==> src/rtl/dtree_seq_classifier.sv <==
// dtree_seq_classifier
//   Table-driven decision-tree classifier. Node words live in a writable
//   register table and one node is visited per clock. The root is node 0.
//   Ports:
//     clk, rst                  clock (rising edge), async active-high reset
//     cfg_we/cfg_addr/cfg_wdata node-table write, honoured only while cfg_ready
//     cfg_ready                 high in IDLE
//     in_valid/in_ready/in_feat feature vector handshake (feature k at [k*FEAT_W +: FEAT_W])
//     out_valid/out_ready       result handshake
//     out_class/out_err/out_depth  class, abort flag, internal nodes traversed
//   Node word (MSB first): INT | FIDX | SHIFT(3) | THR | CHILD
module dtree_seq_classifier #(
  parameter int N_FEAT    = 18,
  parameter int FEAT_W    = 8,
  parameter int NODE_AW   = 6,
  parameter int CLASS_W   = 2,
  parameter int MAX_DEPTH = 15,
  localparam int FIDX_W   = $clog2(N_FEAT),
  localparam int WORD_W   = 1 + FIDX_W + 3 + FEAT_W + NODE_AW
) (
  input  logic                     clk,
  input  logic                     rst,
  input  logic                     cfg_we,
  input  logic [NODE_AW-1:0]       cfg_addr,
  input  logic [WORD_W-1:0]        cfg_wdata,
  output logic                     cfg_ready,
  input  logic                     in_valid,
  output logic                     in_ready,
  input  logic [N_FEAT*FEAT_W-1:0] in_feat,
  output logic                     out_valid,
  input  logic                     out_ready,
  output logic [CLASS_W-1:0]       out_class,
  output logic                     out_err,
  output logic [3:0]               out_depth
);

  localparam int N_NODES = 2 ** NODE_AW;

  typedef enum logic [1:0] {IDLE, WALK, DONE} state_e;

  state_e                               state_q;
  logic [N_NODES-1:0][WORD_W-1:0]       tbl_q;
  logic [N_FEAT-1:0][FEAT_W-1:0]        feat_q;
  logic [NODE_AW-1:0]                   ptr_q;
  logic [3:0]                           depth_q;

  // Current node decode (combinational table read)
  logic [WORD_W-1:0]  node;
  logic               n_int;
  logic [FIDX_W-1:0]  n_fidx;
  logic [2:0]         n_shift;
  logic [FEAT_W-1:0]  n_thr;
  logic [NODE_AW-1:0] n_child;
  logic [FEAT_W-1:0]  fval;
  logic               fidx_bad;
  logic               test_true;
  logic               abort;
  logic [NODE_AW-1:0] ptr_d;

  always_comb begin
    node      = tbl_q[ptr_q];
    n_int     = node[WORD_W-1];
    n_fidx    = node[WORD_W-2 -: FIDX_W];
    n_shift   = node[NODE_AW+FEAT_W +: 3];
    n_thr     = node[NODE_AW +: FEAT_W];
    n_child   = node[NODE_AW-1:0];
    // Extra MSB so the bound check holds even when N_FEAT is a power of two
    fidx_bad  = {1'b0, n_fidx} >= (FIDX_W+1)'(N_FEAT);
    fval      = fidx_bad ? '0 : feat_q[n_fidx];
    test_true = (fval >> n_shift) <= n_thr;
    abort     = (depth_q == 4'(MAX_DEPTH)) || fidx_bad;
    // False branch goes to CHILD+1; NODE_AW-bit arithmetic gives the wrap
    ptr_d     = test_true ? n_child : n_child + 1'b1;
  end

  assign in_ready  = (state_q == IDLE);
  assign cfg_ready = (state_q == IDLE);

  always_ff @(posedge clk or posedge rst) begin
    if (rst) begin
      state_q   <= IDLE;
      tbl_q     <= '0;
      feat_q    <= '0;
      ptr_q     <= '0;
      depth_q   <= '0;
      out_valid <= 1'b0;
      out_class <= '0;
      out_err   <= 1'b0;
      out_depth <= '0;
    end else begin
      case (state_q)
        IDLE: begin
          if (cfg_we) tbl_q[cfg_addr] <= cfg_wdata;
          if (in_valid) begin
            feat_q  <= in_feat;
            ptr_q   <= '0;
            depth_q <= '0;
            state_q <= WALK;
          end
        end
        WALK: begin
          if (!n_int) begin
            out_class <= n_thr[CLASS_W-1:0];
            out_err   <= 1'b0;
            out_depth <= depth_q;
            out_valid <= 1'b1;
            state_q   <= DONE;
          end else if (abort) begin
            out_class <= '0;
            out_err   <= 1'b1;
            out_depth <= depth_q;
            out_valid <= 1'b1;
            state_q   <= DONE;
          end else begin
            ptr_q   <= ptr_d;
            depth_q <= depth_q + 4'd1;
          end
        end
        DONE: begin
          if (out_ready) begin
            out_valid <= 1'b0;
            state_q   <= IDLE;
          end
        end
        default: state_q <= IDLE;
      endcase
    end
  end

endmodule
==> config.mk <==
export PLATFORM = sky130hd
export DESIGN_NAME = dtree_seq_classifier
export DESIGN_NICKNAME = d
export VERILOG_FILES = /design/src/rtl/dtree_seq_classifier.sv
export SDC_FILE = /design/constraint.sdc
export NUM_CORES = 2
export LEC_CHECK = 0
export CAP_MARGIN = 20
export CORE_ASPECT_RATIO = 0.9
export CORE_MARGIN = 5
export CORE_UTILIZATION = 60
export DETAILED_ROUTE_END_ITERATION = 10
export PLACE_DENSITY = 0.85
export SYNTH_ARGS = -nofsm -noshare
export SYNTH_HDL_FRONTEND = slang
export SYNTH_SLANG_ARGS = --single-unit
==> constraint.sdc <==
create_clock -name clk -period 164 [get_ports clk]
set_input_delay 24.6 -clock clk [delete_from_list [all_inputs] [get_ports clk]]
set_output_delay 24.6 -clock clk [all_outputs]
set_load 0.01 [all_outputs]
* After elaboration in Yosys (flattened, before gate mapping)
Index checks and enable logic that the tools add are counted.
Operators by class: reduce and logical (&&, ||, !) cells 11, $add $sub $neg 2, order comparisons 6, eq/ne operators 9, shifts and indexed selects 1, multiplexer cells 31
Operators with widths (number):
- bitwise mux 1472 bit | 1
- binary-select mux 23 bit (select 6 bit) | 1
- demux 23 bit (select 6 bit) | 1
- two-way mux 23 bit | 2
- binary-select mux 8 bit (select 5 bit) | 1
- two-way mux 6 bit | 4
- two-way mux 4 bit | 5
- two-way mux 8 bit | 2
- less-than comparator 6 x 7 -> 1 bit, second input constant | 2
- two-way mux 2 bit | 6
- case mux 6 bit (2 select lines) | 1
- <= comparator 8 bit | 1
- case mux 4 bit (2 select lines) | 1
- >> shifter 8 x 3 -> 8 bit | 1
- adder 6 x 1 -> 6 bit, second input constant | 1
- greater-or-equal comparator 6 x 1 -> 1 bit, second input constant | 1
- less-than comparator 5 x 6 -> 1 bit, second input constant | 1
- != test 2 bit, second input constant | 3
- case mux 2 bit (3 select lines) | 1
- AND reduction 2 bit | 3
- AND reduction 3 bit | 2
- greater-or-equal comparator 5 bit, second input constant | 1
- adder 4 x 1 -> 4 bit, second input constant | 1
- == test 4 bit, second input constant | 1
- other kinds (11) | 16
Storage, ports and cells: output and inout port bits 10, bits of input ports 178, flip-flop bits (word level) 1636

* Logic depth before layout (Yosys ltp)
depth in word-level cells 11, mapped depth 28, mapped depth without buffers 21

* Worst setup path after synthesis
Ideal clock, no wire load.
path kind in2reg, start input port cfg_addr[4], end register tbl_q[138] (netlist bit), data required time 163875 ps, cell stages on the path 6, setup slack 137538 ps, path buffers 3, data arrival time 26338 ps, path through clkbuf_1 > nor3_1 > nor2b_1 > clkbuf_1 > clkbuf_1 > mux2_2
On the way: word-level cells in the longest chain between the ends 5
RTL lines:
- start, declared | RTL line 24 | input logic [NODE_AW-1:0] cfg_addr,
- less-than comparator 6 x 7 -> 1 bit (not written as such) / greater-or-equal comparator 6 x 1 -> 1 bit (equally long branches) | RTL line 93 | if (cfg_we) tbl_q[cfg_addr] <= cfg_wdata;
- logical AND 1 bit (not written as such) | RTL line 93
- two-way mux 23 bit (not written as such) | RTL line 93
- demux 23 bit (select 6 bit) * | RTL line 93
- bitwise mux 1472 bit * | RTL line 93
- end signal, assigned by index | RTL line 93
- end, declared | RTL line 42 | logic [N_NODES-1:0][WORD_W-1:0] tbl_q;
Mark *: on every way between the ends. The rest lies on a longest branch, timed or not. A chain may end at the register's enable or synchronous reset.

==> flow_summary.json <==
{
  "status": "finished, final reports clean",
  "router_iterations_before_antenna_repair": 6,
  "clkTransAtPathRegs_ns": 0.05,
  "tightest_slew_ns": 1.17,
  "worst-r2r-cell-count": 24,
  "seqCellArea_um2": 41000,
  "timing.final.max_slew_violations": 0,
  "hold_end": "tbl_q[420]",
  "peakVddDrop_v": 0.0000134,
  "hold_class": "flop to flop",
  "sw_frac_of_total_pct": 30.0,
  "multiInputGateArea_um2": 32400,
  "grt_pass1_vias": 46700,
  "clockPowerShare_pct": 30.7,
  "post_route_cells_drive_above_1_share_pct": 50.3,
  "dr_total_vias": 44700,
  "wire_length_of_the_first_global_routing_pass_um": 301000,
  "gp_congestion": 0.902,
  "rsz0062_at_grt": "no",
  "path_class": "primary input to asynchronous set/reset pin",
  "post_synth_top_area_share_pct": 54.3,
  "place.detailed.hpwl_um": 116000,
  "timing.setup.tns_ns": 0,
  "clock_latency_reported_for_the_late_side_of_the_worst_skew_pair_ns": 0.79,
  "maximum_operating_frequency_mhz": 35.4,
  "seqPwrFrac_pct": 43.0,
  "clockRootBuffer": "clkbuf_16",
  "skew_ns": 0.0244,
  "remaining_drc_errors": 0,
  "clock_sink_count": 1636,
  "fp.dieH_um": 346,
  "worst_setup_path_end_kind": "asynchronous set/reset pin",
  "postCtsSetupBuffers": 0,
  "setup_viol_count_final": 0,
  "nFillCells": 8184,
  "synth_seq_cells": 1636,
  "hold_buffers": 0,
  "fp-row-count": 123,
  "static_power_due_to_leakage_nw": 38.7,
  "area_growth_pct": 11.2,
  "hold_depth": 1,
  "cap_violations": 0,
  "start_util_pct": 60.3,
  "netlist_area_um2": 75400,
  "yosysSeqAreaShare_pct": 54.3,
  "drt-vias-per-instance": 6.71,
  "drt-initial-drc-count": 4476,
  "min_period_over_period_pct": 17.2,
  "synthesis.area_per_instance_um2": 15.6,
  "drtAntennaViolNets": 0,
  "design.portCount": 188,
  "dieArea_um2": 133000,
  "place.port_buffers": 187,
  "fin_total_pwr_mw": 1.22,
  "yosys.area.top_type": "dfrtp_1",
  "synth.distinct_cells": 88,
  "initial_antenna_violation_count": 16,
  "synth.cells.most_frequent": "1,636 x dfrtp_1, 1,622 x mux2_2, 427 x mux4_2",
  "synth_top_flop_cell": "dfrtp_1",
  "post-route-min-period_ns": 28.21,
  "synth_warnings": 0,
  "power_switching_mw": 0.366,
  "totalWireLength_um": 197000,
  "routed_wire_length_per_instance_um": 29.6,
  "cts-buffers-inserted": 160,
  "synth_fp_nets": 5016,
  "cts-htree-levels": 4,
  "post_synth_edffs": 0,
  "report.final.hold_viol_count": 0,
  "clk_path_buf_depth": 3,
  "required_time_at_the_endpoint_of_the_critical_path_ns": 164.79,
  "power_frac_comb_pct": 26.3,
  "timing.critical_path.arrival_ns": 29.01,
  "synthCells": 4828,
  "worstReg2RegEnd": "ptr_q[5]",
  "grt_remaining_overflow": 0,
  "min-delay-start": "tbl_q[420]",
  "power.internal_mw": 0.855,
  "grt_max_degree": 198,
  "tritoncts": "built",
  "ctsResizeCount": 0,
  "worst-r2r-setup-slack_ns": 154.62,
  "timing.critical_path.fanout_max": 122,
  "timing.rr.start": "ptr_q[1]",
  "relative_slew_slack_pct": 21.6,
  "grtUsageTotal_pct": 30.0,
  "worst_setup_path_start_kind": "primary input",
  "synth_most_common_cell": "dfrtp_1",
  "cellPowerDensity_nw_per_um2": 14.6,
  "die_w_um": 384,
  "post_synth_main_area_contributors": "dfrtp_1 54%, mux2_2 24%, mux4_2 13%, clkbuf_1 1.1%, mux2i_1 0.86%",
  "fraction_of_registers_with_async_set_reset_pct": 100,
  "num-nets-final": 5023,
  "core-area_um2": 125000
}
through the flow:
| step | cells | cell area [um^2] | worst slack [ns] | utilization [%] | hold slack [ns] |
|---|---|---|---|---|---|
| 5_1_grt | 6655 | 83900 | 135.10 | 67.1 | 0.508 |
| 4_1_cts | 6638 | 83500 | 135.29 | 66.9 | 0.499 |
| 3_3_place_gp | 6343 | 78200 | 134.54 | 62.6 | 0.480 |
| 2_1_floorplan | 4828 | 75400 | 93.23 | - | 0.470 |
| 6_report | 6657 | 83900 | 135.79 | 67.1 | 0.497 |
| 3_5_place_dp | 6346 | 78200 | 134.45 | 62.6 | 0.485 |
layer usage:
layer	GRT usage (%)	share of wire [%]	up-vias	wire length, um
li1	-	-	18100	-
met4	11.8	4.1	16	8130
met2	45.4	46	2010	90700
met3	7.24	9.4	452	18500
met5	0	0.052	-	103
met1	42.7	41	24100	79900
power by group through the flow:
stage          Clock, mW  Sequential (mW)  Combinational (mW)
3_5_place_dp           0            0.530               0.316
6_report           0.375            0.525               0.322
2_1_floorplan          0            0.515               0.241
4_1_cts            0.378            0.523               0.318
5_1_grt            0.397            0.532               0.343
3_3_place_gp           0            0.524               0.308
cell usage in the layout, fill, tap and decap left out, types with 12 or more instances in the layout:
master	synthesis	final
mux2_2	1622	1622
clkbuf_1	223	45
mux4_2	427	427
a211oi_1	23	23
a22oi_1	12	12
nor3_1	23	23
nand4_1	15	15
a21oi_1	18	18
buf_12	1	20
and3_1	24	24
dfrtp_1	1636	1631
clkinv_2	0	25
a311oi_1	12	12
inv_1	24	22
clkdlybuf4s50_1	0	164
buf_4	22	100
nand3_1	45	45
o21ai_0	25	25
buf_2	65	24
mux2i_1	65	65
nor2_1	45	33
o31ai_1	16	16
clkbuf_16	0	162
nand2_1	123	119
clkbuf_8	0	36
o211ai_1	13	13
critical path, cell delays in order:
cell	delay (ns)
clkdlybuf4s50_1	0.49
inv_8	0.56
buf_4	0.28
buf_16	0.32
buf_4	0.75
buf_4	0.89
buf_4	0.80
final cells by class:
class                   count  area share [%]
flip-flops and latches   1636            48.8
multi-input cells        2701            38.6
clock buffers             243            5.63
repair buffers            311            3.57
well taps                1687            2.52
clock inverters            49           0.731
inverters                  25           0.127
diodes                      5          0.0149
worst max-delay path by stage:
stage / to / start / depth (start not counted) / slack, ns
finish: tbl_q[719] / rst / 7 / 135.79
global route: tbl_q[397] / rst / 7 / 135.10
CTS: tbl_q[558] / rst / 6 / 135.29
detailed placement: tbl_q[466] / rst / 6 / 134.45
global placement: tbl_q[470] / rst / 6 / 134.54
floorplan: depth_q[0] / rst / 1 / 93.23
sequential cells by signal, summed over array words and instances (netlist names):
name       cells
feat_q       144
tbl_q       1472
out_depth      4
depth_q        4
out_valid      1
ptr_q          6
out_err        1
out_class      2
state_q        2
cell families after synthesis:
group / after synthesis / share of synthesized area [%]
AO/OA/AOI/OAI: 213 / 2.17
XOR/XNOR: 7 / 0.0813
AND/OR/NAND/NOR: 349 / 2.33
adder cells (fa/ha/maj): 10 / 0.166
multiplexers: 2122 / 38.0
buffers and inverters: 491 / 2.92
flip-flops: 1636 / 54.3
No activity file was read; power rests on OpenSTA's default activity.
